**src/rtl/ps2_pkg.sv**
```systemverilog
// Shared types and constants for the PS/2 keyboard receive path.
package ps2_pkg;
   typedef enum logic [1:0] {IDLE, DATA, PARITY, STOP} rx_state_e;

   localparam logic [7:0] PS2_EXT   = 8'hE0;
   localparam logic [7:0] PS2_BRK   = 8'hF0;
   localparam logic [7:0] PS2_PAUSE = 8'hE1;

   // Keyboard replies and housekeeping bytes that never reach the core.
   localparam logic [7:0][7:0] PS2_IGNORE = {8'h00, 8'hAA, 8'hEE, 8'hFA,
                                             8'hFC, 8'hFD, 8'hFE, 8'hFF};

   localparam int KEY_TOG = 10;
   localparam int KEY_PRS = 9;
   localparam int KEY_EXT = 8;

   function automatic logic ps2_is_ignored(input logic [7:0] b);
      logic hit;
      hit = 1'b0;
      for (int i = 0; i < 8; i++)
         if (PS2_IGNORE[i] == b) hit = 1'b1;
      return hit;
   endfunction
endpackage

```
**src/rtl/ps2_line_filter.sv**
```systemverilog
// Synchronizer, stability filter and falling-edge strobe for one PS/2 line.
module ps2_line_filter #(
   parameter int FILTER_LEN = 8
) (
   input  logic clk_sys,
   input  logic reset,
   input  logic line,
   output logic filt,
   output logic fall
);
   localparam int CW = $clog2(FILTER_LEN + 1);

   logic [1:0]    sync;
   logic [CW-1:0] cnt;

   always_ff @(posedge clk_sys) begin
      if (reset) begin
         sync <= 2'b11;
         filt <= 1'b1;
         cnt  <= '0;
         fall <= 1'b0;
      end else begin
         sync <= {sync[0], line};
         fall <= 1'b0;
         if (sync[1] == filt)
            cnt <= '0;
         else if (cnt == CW'(FILTER_LEN - 1)) begin
            // Level flips only after FILTER_LEN disagreeing samples in a row.
            filt <= sync[1];
            cnt  <= '0;
            fall <= filt;
         end else
            cnt <= cnt + 1'b1;
      end
   end
endmodule

```
**src/rtl/ps2_key_encoder.sv**
```systemverilog
// Raw PS/2 lines to the toggle-style 11-bit ps2_key event word.
module ps2_key_encoder
   import ps2_pkg::*;
#(
   parameter int FILTER_LEN  = 8,
   parameter int TIMEOUT_CYC = 24000
) (
   input  logic        clk_sys,
   input  logic        reset,
   input  logic        ps2_clk,
   input  logic        ps2_data,
   output logic [10:0] ps2_key,
   output logic        rx_err
);
   localparam int WW = $clog2(TIMEOUT_CYC + 1);

   logic          unused_clk_lvl, clk_fall, data_f, unused_data_fall;
   rx_state_e     state;
   logic [2:0]    bit_cnt;
   logic [7:0]    shreg;
   logic          par_err, ext, rel;
   logic [2:0]    skip;
   logic [WW-1:0] wdog;

   ps2_line_filter #(.FILTER_LEN(FILTER_LEN)) u_clk_filt (
      .clk_sys(clk_sys), .reset(reset), .line(ps2_clk),
      .filt(unused_clk_lvl), .fall(clk_fall));

   ps2_line_filter #(.FILTER_LEN(FILTER_LEN)) u_data_filt (
      .clk_sys(clk_sys), .reset(reset), .line(ps2_data),
      .filt(data_f), .fall(unused_data_fall));

   always_ff @(posedge clk_sys) begin
      if (reset) begin
         state   <= IDLE;
         bit_cnt <= '0;
         shreg   <= '0;
         par_err <= 1'b0;
         ext     <= 1'b0;
         rel     <= 1'b0;
         skip    <= '0;
         wdog    <= '0;
         ps2_key <= '0;
         rx_err  <= 1'b0;
      end else begin
         rx_err <= 1'b0;
         if (clk_fall) begin
            // A strobe always beats a simultaneous watchdog expiry.
            wdog <= '0;
            case (state)
               IDLE: if (!data_f) begin
                  state   <= DATA;
                  bit_cnt <= '0;
                  par_err <= 1'b0;
               end
               DATA: begin
                  shreg   <= {data_f, shreg[7:1]};
                  bit_cnt <= bit_cnt + 1'b1;
                  if (bit_cnt == 3'd7) state <= PARITY;
               end
               PARITY: begin
                  par_err <= ~(^{shreg, data_f});
                  state   <= STOP;
               end
               STOP: begin
                  state <= IDLE;
                  if (data_f && !par_err) begin
                     if (skip != 3'd0)
                        skip <= skip - 1'b1;
                     else if (shreg == PS2_PAUSE)
                        skip <= 3'd7;
                     else if (shreg == PS2_EXT)
                        ext <= 1'b1;
                     else if (shreg == PS2_BRK)
                        rel <= 1'b1;
                     else begin
                        if (!ps2_is_ignored(shreg)) begin
                           ps2_key[KEY_TOG] <= ~ps2_key[KEY_TOG];
                           ps2_key[KEY_PRS] <= ~rel;
                           ps2_key[KEY_EXT] <= ext;
                           ps2_key[7:0]     <= shreg;
                        end
                        ext <= 1'b0;
                        rel <= 1'b0;
                     end
                  end else begin
                     rx_err <= 1'b1;
                     ext    <= 1'b0;
                     rel    <= 1'b0;
                     skip   <= '0;
                  end
               end
               default: state <= IDLE;
            endcase
         end else if (state != IDLE) begin
            if (wdog == WW'(TIMEOUT_CYC - 1)) begin
               state  <= IDLE;
               wdog   <= '0;
               rx_err <= 1'b1;
               ext    <= 1'b0;
               rel    <= 1'b0;
               skip   <= '0;
            end else
               wdog <= wdog + 1'b1;
         end
      end
   end
endmodule

```
**config.mk**
```make
export PLATFORM = sky130hd
export DESIGN_NAME = ps2_key_encoder
export DESIGN_NICKNAME = d
export VERILOG_FILES = /design/src/rtl/ps2_pkg.sv /design/src/rtl/ps2_line_filter.sv /design/src/rtl/ps2_key_encoder.sv
export SDC_FILE = /design/constraint.sdc
export NUM_CORES = 1
export LEC_CHECK = 0
export ABC_AREA = 1
export CAP_MARGIN = 20
export CORE_MARGIN = 2
export CORE_UTILIZATION = 50
export DETAILED_ROUTE_END_ITERATION = 12
export PLACE_DENSITY = 0.66
export RECOVER_POWER = 100
export SYNTH_ARGS = -nofsm -noshare
export SYNTH_HDL_FRONTEND = slang
export SYNTH_SLANG_ARGS = --single-unit
```
**constraint.sdc**
```tcl
create_clock -name clk_sys -period 2.6 [get_ports clk_sys]
set_input_delay 0.52 -clock clk_sys [delete_from_list [all_inputs] [get_ports clk_sys]]
set_output_delay 0.52 -clock clk_sys [all_outputs]
set_load 0.03 [all_outputs]
```
After elaboration in Yosys (flattened, before gate mapping)
Cells that the tools add are included.
{ "totals": {"reg_bits": 61, "wordCells": 141, "out_inout_bits": 12, "input_bits": 4} }
{ "classes": {"mux": 55, "n_addsub": 5, "n_reduce_logical": 25, "n_eq_ne": 28, "bitwise": 11} }
{ "op_table": {"columns": ["cell", "count"], "rows": [
  ["8-bit equality test (first input constant)", 7],
  ["1-bit 2-to-1 mux", 38],
  ["8-bit equality test (second input constant)", 3],
  ["3-bit 2-to-1 mux", 8],
  ["15-bit by 1-bit adder with 15-bit output (second input constant)", 1],
  ["15-bit equality test (second input constant)", 1],
  ["15-bit 2-to-1 mux", 1],
  ["3-bit != test (second input constant)", 5],
  ["6-bit AND reduction", 2],
  ["1-bit inverter", 11],
  ["2-bit 2-to-1 mux", 5],
  ["2-bit nonzero test", 5],
  ["3-bit OR reduction", 3],
  ["9-bit XOR reduction", 1],
  ["4-bit by 1-bit adder with 4-bit output (second input constant)", 2],
  ["4-bit by 3-bit equality test with 1-bit output (second input constant)", 2],
  ["8-bit logical NOT", 1],
  ["4-bit != test (second input constant)", 2],
  ["2-bit case mux with 4 select lines", 1],
  ["4-bit AND reduction", 2],
  ["8-bit AND reduction", 1],
  ["3-bit case mux with 2 select lines", 1],
  ["2-bit AND reduction", 3],
  ["3-bit AND reduction", 2],
  ["13 further kinds", 16]
]} }

Logic depth before layout (Yosys ltp)
Gate-level depths: netlist (run 1).
{ "depth": {"ltp_word": 19, "depth_mapped": 11, "mapped_depth_nobuf": 11} }

Cells and area by module
From an unflattened synthesis (run 1), not the netlist that was laid out.
{ "unflattened": {"hier_cells": 428, "area_unflattened_um2": 3031.7} }
{ "by_module_without_submodules": {"columns": ["module", "area_each_um2", "cells_per_inst", "n_inst", "seq_area_each_um2"], "rows": [
  ["ps2_key_encoder", 2431.1, 356, 1, 920.9],
  ["ps2_line_filter", 300.3, 36, 2, 160.2]
]} }

Worst setup path after synthesis (run 1)
No wires, ideal clock.
{ "synth_path": {"kind": "register to register", "startpoint": "register state[0]", "endpoint": "register wdog[9]", "setup_time_ps": 115, "period_less_slack_ps": 1641, "slack_ps": 959, "arrival_ps": 1525, "t_required_ps": 2485, "path_buffers": 2, "path_stages_with_launch": 11, "path_cell_list": "dfxtp_1 inv_1 ha_1 buf_2 nor2_4 nand3_2 o21ai_1 buf_2 a21oi_1 o21ai_0 inv_1"} }
{ "synth_via": {"elab_chain_cells": 1} }
{ "synth_rtl": {"columns": ["element", "line_no", "rtl"], "rows": [
  ["from (decl)", "ps2_key_encoder.sv:18", "rx_state_e state;"],
  ["from (signal assigned)", "ps2_key_encoder.sv:35", "state <= IDLE;"],
  ["from (signal assigned)", "ps2_key_encoder.sv:52", "state <= DATA;"],
  ["from (signal assigned)", "ps2_key_encoder.sv:59", "if (bit_cnt == 3'd7) state <= PARITY;"],
  ["2-bit nonzero test", "ps2_key_encoder.sv:95", "end else if (state != IDLE) begin"],
  ["to (signal assigned)", "ps2_key_encoder.sv:104", "wdog <= wdog + 1'b1;"],
  ["to (decl)", "ps2_key_encoder.sv:23", "logic [WW-1:0] wdog;"]
]} }
Every way passes these cells.
A chain may end at the register's enable or synchronous reset.

Worst setup path after layout (run 1)
{ "layout_path": {"startpoint": "register state[0]", "endpoint": "register wdog[12]"} }
Same word-level chain as after synthesis.

==> results of run 1 <==
flip-flops by register name (all words and copies together), names as in the netlist, 2 cells and up:
signal,count
state,2
shreg,8
u_clk_filt.sync,2
ps2_key,11
wdog,15
skip,3
u_data_filt.cnt,4
u_clk_filt.cnt,4
u_data_filt.sync,2
bit_cnt,3
routing by layer:
layer / vias to the layer above / global-route usage / routed length (um)
met5: - / 0 / 0
met4: 0 / 0.112 / 85
met3: 8 / 0.0359 / 175
met2: 38 / 0.286 / 2470
met1: 1119 / 0.232 / 2750
li1: 1394 / - / -
stage by stage:
step / setup slack, ns / instances / hold slack (ns) / total power, mW / utilization
2_1_floorplan: 0.959 / 432 / 0.389 / 0.984 / -
3_3_place_gp: 0.595 / 515 / 0.392 / 0.993 / 0.551
3_5_place_dp: 0.562 / 515 / 0.396 / 0.993 / 0.551
4_1_cts: 0.653 / 531 / 0.412 / 1.88 / 0.587
5_1_grt: 0.279 / 531 / 0.440 / 1.93 / 0.585
6_report: 0.530 / 531 / 0.409 / 1.85 / 0.585
path summary, 6_finish.rpt:
kind                                      start                            end  slack (ns)
setup reg to reg          state[0]$_SDFFE_PP0P_          wdog[12]$_SDFFE_PP0N_        0.53
hold / removal    u_clk_filt.sync[0]$_SDFF_PP1_  u_clk_filt.sync[1]$_SDFF_PP1_        0.41
setup / recovery          state[0]$_SDFFE_PP0P_          wdog[12]$_SDFFE_PP0N_        0.53
hold reg to reg   u_clk_filt.sync[0]$_SDFF_PP1_  u_clk_filt.sync[1]$_SDFF_PP1_        0.41
cell usage after synthesis, types with 3 or more instances:
master	count
nor2_2	14
nand2_1	84
xor2_1	6
ha_1	12
nor3_1	5
inv_1	55
or2_2	6
nand2_2	20
nor2_1	66
clkbuf_1	3
nand4_1	4
a21oi_1	22
dfxtp_1	61
nand3_1	22
o21ai_0	20
inv_2	5
nor3b_1	4
power groups by stage:
stage | clock network [mW] | logic, mW | registers (mW)
2_1_floorplan | 0 | 0.0236 | 0.960
3_3_place_gp | 0 | 0.0323 | 0.961
3_5_place_dp | 0 | 0.0326 | 0.961
4_1_cts | 0.912 | 0.0327 | 0.939
5_1_grt | 0.954 | 0.0363 | 0.939
6_report | 0.881 | 0.0317 | 0.940
final cells by class:
cell class	instances	area, um^2	area share
well taps	75	93.8	0.0271
clock inverters	3	42.5	0.0123
clock buffers	13	169	0.0488
multi-input cells	302	1550	0.447
inverters	60	225	0.0650
flip-flops and latches	61	1220	0.353
repair buffers	17	163	0.0470
cell families after synthesis:
kind of cell / Yosys count / synth area share
compound gates: 52 / 0.0923
buf+inv: 69 / 0.0927
fa+ha+maj: 12 / 0.0490
simple gates: 231 / 0.347
flops: 61 / 0.399
xor+xnor: 7 / 0.0200
worst register-to-register path: stages, from the launching register on:
cell and delay, ns:
dfxtp_1 0.38, inv_1 0.10, ha_1 0.35, nor2_4 0.20, nand3_2 0.13, o21ai_0 0.42, buf_4 0.24, a21oi_1 0.05
o21a_1 0.10
cells in the final DEF, fill, tap and decap left out:
| master | instances |
|---|---|
| a211oi_1 | 1 |
| o211a_1 | 1 |
| clkbuf_8 | 12 |
| a22oi_1 | 2 |
| clkdlybuf4s50_1 | 2 |
| clkbuf_1 | 1 |
| a31oi_1 | 1 |
| xnor2_1 | 1 |
| clkbuf_2 | 1 |
| inv_2 | 4 |
| ha_1 | 12 |
| nand2_2 | 19 |
| nand2_1 | 85 |
| o21ai_1 | 1 |
| buf_4 | 1 |
| dfxtp_1 | 61 |
| dlygate4sd3_1 | 13 |
| o21ai_0 | 22 |
| nor2_1 | 67 |
| nand3_1 | 22 |
| o211ai_1 | 1 |
| nor2_2 | 13 |
| nand4_1 | 4 |
| xor2_1 | 6 |
| o21a_1 | 1 |
| nor3_1 | 5 |
| bufinv_16 | 1 |
| inv_1 | 56 |
| nand3_2 | 2 |
| clkinv_2 | 1 |
| nand3b_1 | 1 |
| clkinvlp_4 | 1 |
| nor2_4 | 2 |
| or2_2 | 6 |
| nor3_2 | 1 |
| a21oi_1 | 22 |
| nor3b_1 | 4 |
==> metrics.txt, run 1 <==
CTS resizes 0; chip height 82.3 um; Net Count, Synth 448; P_sw 383 uW; EDFF count, synth 0; fill count 568; routed via count 2,559; CP max stage delay 0.42 ns; Period minus WS final 2.07 ns; Post-Syn Instances 432; fin area 3460 um^2; Setup TNS Final 0 ns; Crit Path Class reg2reg; Row Count 28; post-synthesis cell type count 33; Fin. Hold Viols 0; PD cells 535 nW/um^2; total clock sinks 61; sequential element share of the synthesized area 0.399; crit start category register; core outline area 5920 um^2; Critical Path End Type register; hold path cells 1; clock power share 0.475; highest ir drop seen on vdd 0.000309 V; status completed; asr flop ratio synth 0; share of post-route cells with drive strength above 1 0.140; 1st-iter DRT viols 121; I/O pin count 16; gr ovfl total 0; critical path cell sequence inv_1, ha_1, nor2_4, nand3_2, o21ai_0, buf_4, a21oi_1, o21a_1; Tightest Pin Transition 0.596 ns; Die Area 6770 um^2; clock root buffer clkbuf_8; Tot GR Track Use 0.183; Buf/Inv on CP 2; placed cell area 3260 um^2; Synth area leader dfxtp_1; vias in the first global route 2,180; Worst EP arrival 2.30 ns; Slew HR 0.602; clk_skew 0.00694 ns; Mean Syn Cell Area 7.09 um^2; Reg2Reg Depth 8; Sw Share 0.207; internal cell power 1.47 mW; first-pass GRT wire length 9400 um; Final nets 467; Tcrit/Tclk final 0.796; Worst EP required 2.83 ns; clk slew on worst S/H paths 0.06 ns; LEAKAGE 1.55 nW; achievable frequency 483 MHz; initial antenna violation count 0; CTS tree done; drt total wl 5470 um; Post-CTS Hold Fix Bufs 0; RSZ-0062 raised after global routing false; total CTS buffers 9; global placer's final weighted congestion 0.843; Mapped Area 3060 um^2; Crit Path Max Fanout 8; top cell type's share of synthesized area 0.399; Yosys reg bits 61; Synth-to-Final Area Change 13.1%; Synthesis Warnings 0; Starting Density 0.517; pin count of the biggest net entering global routing 26; sequential share of power 0.507; Pre-antenna DRT Iters 4; IO buf count 15; Skew-Pair Late Insertion Delay 0.34 ns; Setup Viol. Count Final 0; antenna viol nets, final 0; CP max stage cell o21ai_0; Max Cap Viol 0; # diodes 0; CTS max path bufs 2; Final Max Slew Viols 0; DRC 0; prevailing post-synth register cell dfxtp_1; Worst path top cell family by delay compound AO/OA/AOI/OAI gates; Post-CTS Setup Inserts 0; DPL Wire Length 3860 um; Stages on worst setup path 8; DR vias/cell 4.82; Worst Hold Class reg2reg; ranking of synthesized cells by area dfxtp_1 40%, nand2_1 10%, nor2_1 8.1%; Comb pwr share 0.017; H-tree levels 3; Routed WL per cell 10.3 um; DIE WIDTH 82.3 um
Power figures use the tool's default switching activity.
==> run 2, diff against run 1 <==
- PLACE_DENSITY: 0.66 -> 0.69
- clock period: 2.6 -> 1.85 ns (I/O delays scaled with it)
==> run 2 against run 1 <==
  * Via count grew 1.0%
  * Cell count grew 1.1%
  * Worst setup slack lost 0.44 ns
  * First-iteration DRC count shrank 8.3%
  * Sequential share of layout area shrank 0.30 points
  * Register-to-register slack lost 0.29 ns
  * Die area is the same
  * Clock power grew 10%
  * Sequential power grew 40%
  * Clock skew shrank 0.00074 ns
  * Critical path type is now reg2out
  * Largest cell class unchanged
  * Highest routed layer unchanged
==> metrics.txt, run 2 (synthesis gave the netlist of run 1 again) <==
status completed; post-route insts no fill 537 (+1.1%); RSZ-0062 raised after global routing false; Tightest Pin Transition 0.432 ns (-0.165 ns); Worst EP required 1.48 ns (-1.35 ns); Row Count 28 (unchanged); DR vias/cell 4.81 (-0.11%); Tot GR Track Use 0.179 (-0.00446); Period minus WS final 1.76 ns; total clock sinks 61 (unchanged); met3 WL 189 um (+8.0%); Stages on worst setup path 1 (-7); CP max stage delay 0.74 ns (+0.32 ns); H-tree levels 3 (unchanged); Max Cap Viol 0 (unchanged); clock root buffer clkbuf_8; pin count of the biggest net entering global routing 28 (+7.7%); DRC 0 (unchanged); antenna viol nets, final 0 (unchanged); Worst Hold Class reg2reg; CTS max path bufs 2 (unchanged); Die Area 6770 um^2 (unchanged); total CTS buffers 9 (unchanged); clk_skew 0.00621 ns (-0.000736 ns); DIE WIDTH 82.3 um (unchanged); Skew-Pair Late Insertion Delay 0.34 ns (about the same); commonest non-fill, non-tap cell in the layout nand2_1; FF-to-FF End wdog[9]$_SDFFE_PP0N_; I/O pin count 16 (unchanged); Final nets 473 (+1.3%); Pre-antenna DRT Iters 4 (unchanged); most flop-heavy register wdog; IO buf count 15 (unchanged); CP max stage cell dlygate4sd3_1; Post-CTS Hold Fix Bufs 0 (unchanged); Reg2Reg Depth 9 (+1); DPL Wire Length 4020 um (+4.0%); Hold Path End u_clk_filt.sync[1]$_SDFF_PP1_; Setup TNS Final 0 ns (unchanged); gr ovfl total 0 (unchanged); Largest regs wdog: 15 flops, ps2_key: 11 flops, shreg: 8 flops; CTS tree done; LEAKAGE 1.56 nW (+0.61%); routed via count 2,585 (+1.0%); Buf/Inv on CP 1 (-1); # diodes 0 (unchanged); Slew HR 0.711 (+0.109); Placed Instances 521 (+1.2%); global placer's final weighted congestion 0.884 (+4.8%); top routing layer used met4; wire length on met2 2450 um (-0.65%); drt total wl 5400 um (-1.4%); hold path cells 1 (unchanged); 1st-iter DRT viols 111 (-8.3%); highest ir drop seen on vdd 0.000452 V (+46%); worst min-delay path startpoint u_clk_filt.sync[0]$_SDFF_PP1_; core outline area 5920 um^2 (unchanged); Worst path top cell family by delay buffers and inverters; share of post-route cells with drive strength above 1 0.149 (+0.00900); critical path cell sequence dlygate4sd3_1; Fin. Hold Viols 0 (unchanged); vias in the first global route 2,264 (+3.9%); Setup Viol. Count Final 0 (unchanged); crit start category register; most frequent cells in the layout 89 x nand2_1, 67 x nor2_1, 61 x dfxtp_1; Final Max Slew Viols 0 (unchanged); DRT met1 WL 2630 um (-4.5%); first-pass GRT wire length 9350 um (-0.58%); max reg flops 15 (unchanged); Crit Path Class reg2out; clk slew on worst S/H paths 0.06 ns (about the same); Critical Path End Type output port; initial antenna violation count 0 (unchanged); Routed WL per cell 10.0 um (-2.5%); Tcrit/Tclk final 0.954; Worst EP arrival 1.39 ns (-0.91 ns); reg-to-reg slack, setup 0.24 ns (-0.29 ns); Crit Path Max Fanout 2 (-6); Starting Density 0.517 (unchanged); Synth-to-Final Area Change 14.1%; PD cells 671 nW/um^2 (+26%); r2r startpoint state[1]$_SDFFE_PP0P_; achievable frequency 567 MHz; chip height 82.3 um (unchanged)
[run 2: changes by cell type in the layout (fill, tap and decap cells not counted), sizes merged]
cell           previous run  this run
dlygate4sd3              13         8
clkdlybuf4s50             2         7
clkinvlp                  1         0
clkbuf                   14        11
buf                       1         7
clkinv                    1         6
bufinv                    1         0
[run 2: how the worst max path moves through the flow]
| stage | slack [ns] | from | end |
|---|---|---|---|
| after floorplan | 0.21 | state[0]$_SDFFE_PP0P_ | wdog[9]$_SDFFE_PP0N_ |
| after global placement | 0.17 | reset | wdog[9]$_SDFFE_PP0N_ |
| after detailed placement | 0.09 | reset | u_clk_filt.cnt[2]$_SDFF_PP0_ |
| after CTS | 0.13 | state[1]$_SDFFE_PP0P_ | skip[0]$_SDFFE_PP0P_ |
| after global routing | 0.03 | ps2_key[2]$_SDFFE_PP0P_ | ps2_key[2] |
| final | 0.09 | ps2_key[5]$_SDFFE_PP0P_ | ps2_key[5] |
[run 2: stage by stage]
| step | area [um^2] | power, mW | hold WS [ns] | utilization | setup WS (ns) |
|---|---|---|---|---|---|
| global route | 3490 | 2.44 | 0.419 | 0.590 | 0.0303 |
| detailed placement | 3330 | 1.40 | 0.398 | 0.563 | 0.0887 |
| floorplan | 3060 | 1.38 | 0.389 | - | 0.209 |
| global placement | 3330 | 1.40 | 0.391 | 0.563 | 0.167 |
| finish | 3490 | 2.35 | 0.406 | 0.590 | 0.0859 |
| CTS | 3490 | 2.38 | 0.411 | 0.590 | 0.125 |
[run 2: area by class of cell]
| cell class | instances | area [um^2] |
|---|---|---|
| repair buffers | 23 | 231 |
| fillers | 565 | 2430 |
| multi-input cells | 302 | 1560 |
| inverters | 60 | 225 |
| clock buffers | 10 | 128 |
| clock inverters | 6 | 30.0 |
| flip-flops and latches | 61 | 1220 |
| well taps | 75 | 93.8 |
[run 2: timing repair]
action,4_1_cts,5_1_grt
gates resized for setup,0,5
endpoints found under the setup margin,0,9
setup buffers,0,0
[run 2: routing by layer]
| layer | GRT usage | vias up |
|---|---|---|
| met2 | 0.287 | 45 |
| li1 | - | 1397 |
| met5 | 0 | - |
| met4 | 0.100 | 0 |
| met1 | 0.220 | 1128 |
| met3 | 0.0402 | 15 |
[run 2: where the power goes]
group | internal (mW) | leakage [nW] | switching [mW] | total (mW)
Sequential | 1.32 | 0.492 | 0.00242 | 1.32
Clock | 0.471 | 0.0894 | 0.503 | 0.973
Combinational | 0.0216 | 0.975 | 0.0296 | 0.0511
==> run 3, diff against run 2 <==
- GPL_TIMING_DRIVEN: unset -> 0
- SKIP_CTS_REPAIR_TIMING: unset -> 1
==> run 3 against run 2 <==
  * Combinational power decreased by 2%
  * Fmax increased by 2.6%
  * Via count increased by 1.9%
  * Clock power increased by 9%
  * Design area increased by 0.50%
  * Clock skew increased by 0.0025 ns
  * Largest cell class unchanged
==> metrics.txt, run 3 (synthesis gave the netlist of run 1 again) <==
LEAKAGE 1.55 nW (-0.40%); antenna viol nets, final 0 (unchanged); I/O pin count 16 (unchanged); PD cells 693 nW/um^2 (+3.3%); Crit Path Max Fanout 8 (+6); pre-CTS WS -0.0690 ns (-0.158 ns); # diodes 0 (unchanged); Tightest Pin Transition 0.382 ns (-0.0496 ns); H-tree levels 3 (unchanged); r2r startpoint state[0]$_SDFFE_PP0P_; total CTS buffers 9 (unchanged); vias in the first global route 2,218 (-2.0%); final hold slack 0.400 ns (-0.00530 ns); Max Cap Viol 0 (unchanged); clk slew on worst S/H paths 0.07 ns (about the same); CTS max path bufs 2 (unchanged); 1st-iter DRT viols 161 (+45%); Starting Density 0.517 (unchanged); post-route insts no fill 540 (+0.56%); routed via count 2,633 (+1.9%); chip height 82.3 um (unchanged); Hold Path End u_data_filt.sync[1]$_SDFF_PP1_; Reg2Reg Depth 10 (+1); pin count of the biggest net entering global routing 11 (-61%); clock root buffer clkbuf_8; DPL Wire Length 4130 um (+2.8%); Worst Hold Class reg2reg; Worst EP arrival 1.95 ns (+0.56 ns); commonest non-fill, non-tap cell in the layout nand2_1; Fin. Hold Viols 0 (unchanged); reg-to-reg slack, setup 0.13 ns (-0.11 ns); hold path cells 1 (unchanged); core outline area 5920 um^2 (unchanged); clk_skew 0.00869 ns (+0.00248 ns); Skew-Pair Late Insertion Delay 0.34 ns (about the same); Tcrit/Tclk final 0.930 (-0.0239); most flop-heavy register wdog; IO buf count 15 (unchanged); Synth-to-Final Area Change 14.6%; FF-to-FF End skip[1]$_SDFFE_PP0P_; Setup Viol. Count Final 0 (unchanged); Crit Path Class reg2reg; Worst EP required 2.08 ns (+0.60 ns); initial antenna violation count 0 (unchanged); Critical Path End Type register; global placer's final weighted congestion 0.904 (+2.2%); highest ir drop seen on vdd 0.000438 V (-3.1%); first-pass GRT wire length 9350 um (unchanged); crit start category register; Slew HR 0.745 (+0.0338); Die Area 6770 um^2 (unchanged); Row Count 28 (unchanged); gr ovfl total 0 (unchanged); Final nets 476 (+0.63%); Tot GR Track Use 0.178 (-0.000622); Largest regs wdog: 15 flops, ps2_key: 11 flops, shreg: 8 flops; achievable frequency 581 MHz (+2.6%); Tot Pwr 2.43 mW (+3.8%); CTS tree done; Final Worst Setup Slack 0.130 ns (+0.0442 ns); max reg flops 15 (unchanged); status completed; DRC 0 (unchanged); Period minus WS final 1.72 ns (-0.0442 ns); Pre-antenna DRT Iters 4 (unchanged); worst min-delay path startpoint u_data_filt.sync[0]$_SDFF_PP1_; most frequent cells in the layout 88 x nand2_1, 67 x nor2_1, 59 x dfxtp_1; Routed WL per cell 10.5 um (+4.2%); fill count 572 (+1.2%); share of post-route cells with drive strength above 1 0.153 (+0.00334); DR vias/cell 4.88 (+1.3%); Final Max Slew Viols 0 (unchanged); DIE WIDTH 82.3 um (unchanged); drt total wl 5650 um (+4.8%); Placed Instances 522 (+0.19%); total clock sinks 61 (unchanged)
-- run 3: layer usage --
metal  up-vias  track usage  wire length [um]
li1       1410            -                 -
met1      1159        0.216              2670
met2        60        0.301              2680
met3         4       0.0424               261
met4         0       0.0750                41
met5         -            0                 0
-- run 3: layout make-up --
cell class | instances | area (um^2) | area share
Inverter | 60 | 225 | 0.0641
Sequential cell | 61 | 1220 | 0.349
Tap cell | 75 | 93.8 | 0.0267
Multi-Input combinational cell | 302 | 1570 | 0.446
Buffer | 9 | 60.1 | 0.0171
Timing Repair Buffer | 17 | 165 | 0.0470
Clock inverter | 4 | 22.5 | 0.00641
Clock buffer | 12 | 155 | 0.0442
-- run 3: power breakdown --
| part | internal, mW | switching (mW) |
|---|---|---|
| Sequential | 1.32 | 0.00258 |
| Clock | 0.552 | 0.511 |
| Combinational | 0.0190 | 0.0312 |
-- run 3: how the worst max path moves through the flow --
stage	from	end	slack (ns)	depth (start not counted)
2_1_floorplan	state[0]$_SDFFE_PP0P_	wdog[9]$_SDFFE_PP0N_	0.21	10
3_3_place_gp	reset	u_data_filt.cnt[2]$_SDFF_PP0_	-0.05	7
3_5_place_dp	reset	u_data_filt.cnt[2]$_SDFF_PP0_	-0.07	7
4_1_cts	state[0]$_SDFFE_PP0P_	skip[0]$_SDFFE_PP0P_	-0.04	10
5_1_grt	state[0]$_SDFFE_PP0P_	wdog[9]$_SDFFE_PP0N_	-0.01	10
6_report	state[0]$_SDFFE_PP0P_	skip[1]$_SDFFE_PP0P_	0.13	10
-- run 3: metrics by stage --
step | TNS, ns | util | area, um^2
2_1_floorplan | 0 | - | 3060
3_3_place_gp | -0.0694 | 0.559 | 3310
3_5_place_dp | -0.181 | 0.559 | 3310
4_1_cts | -0.165 | 0.589 | 3480
5_1_grt | -0.0127 | 0.593 | 3510
6_report | 0 | 0.593 | 3510
-- run 3: critical path, stage by stage, from the launching register on --
cell and delay (ns):
dfxtp_2 0.36, inv_1 0.08, ha_1 0.19, buf_2 0.18, nor2_4 0.16, nand3_4 0.13, o21ai_4 0.21, buf_4 0.15
nand3_1 0.06, nand2_1 0.06, nor2_1 0.04
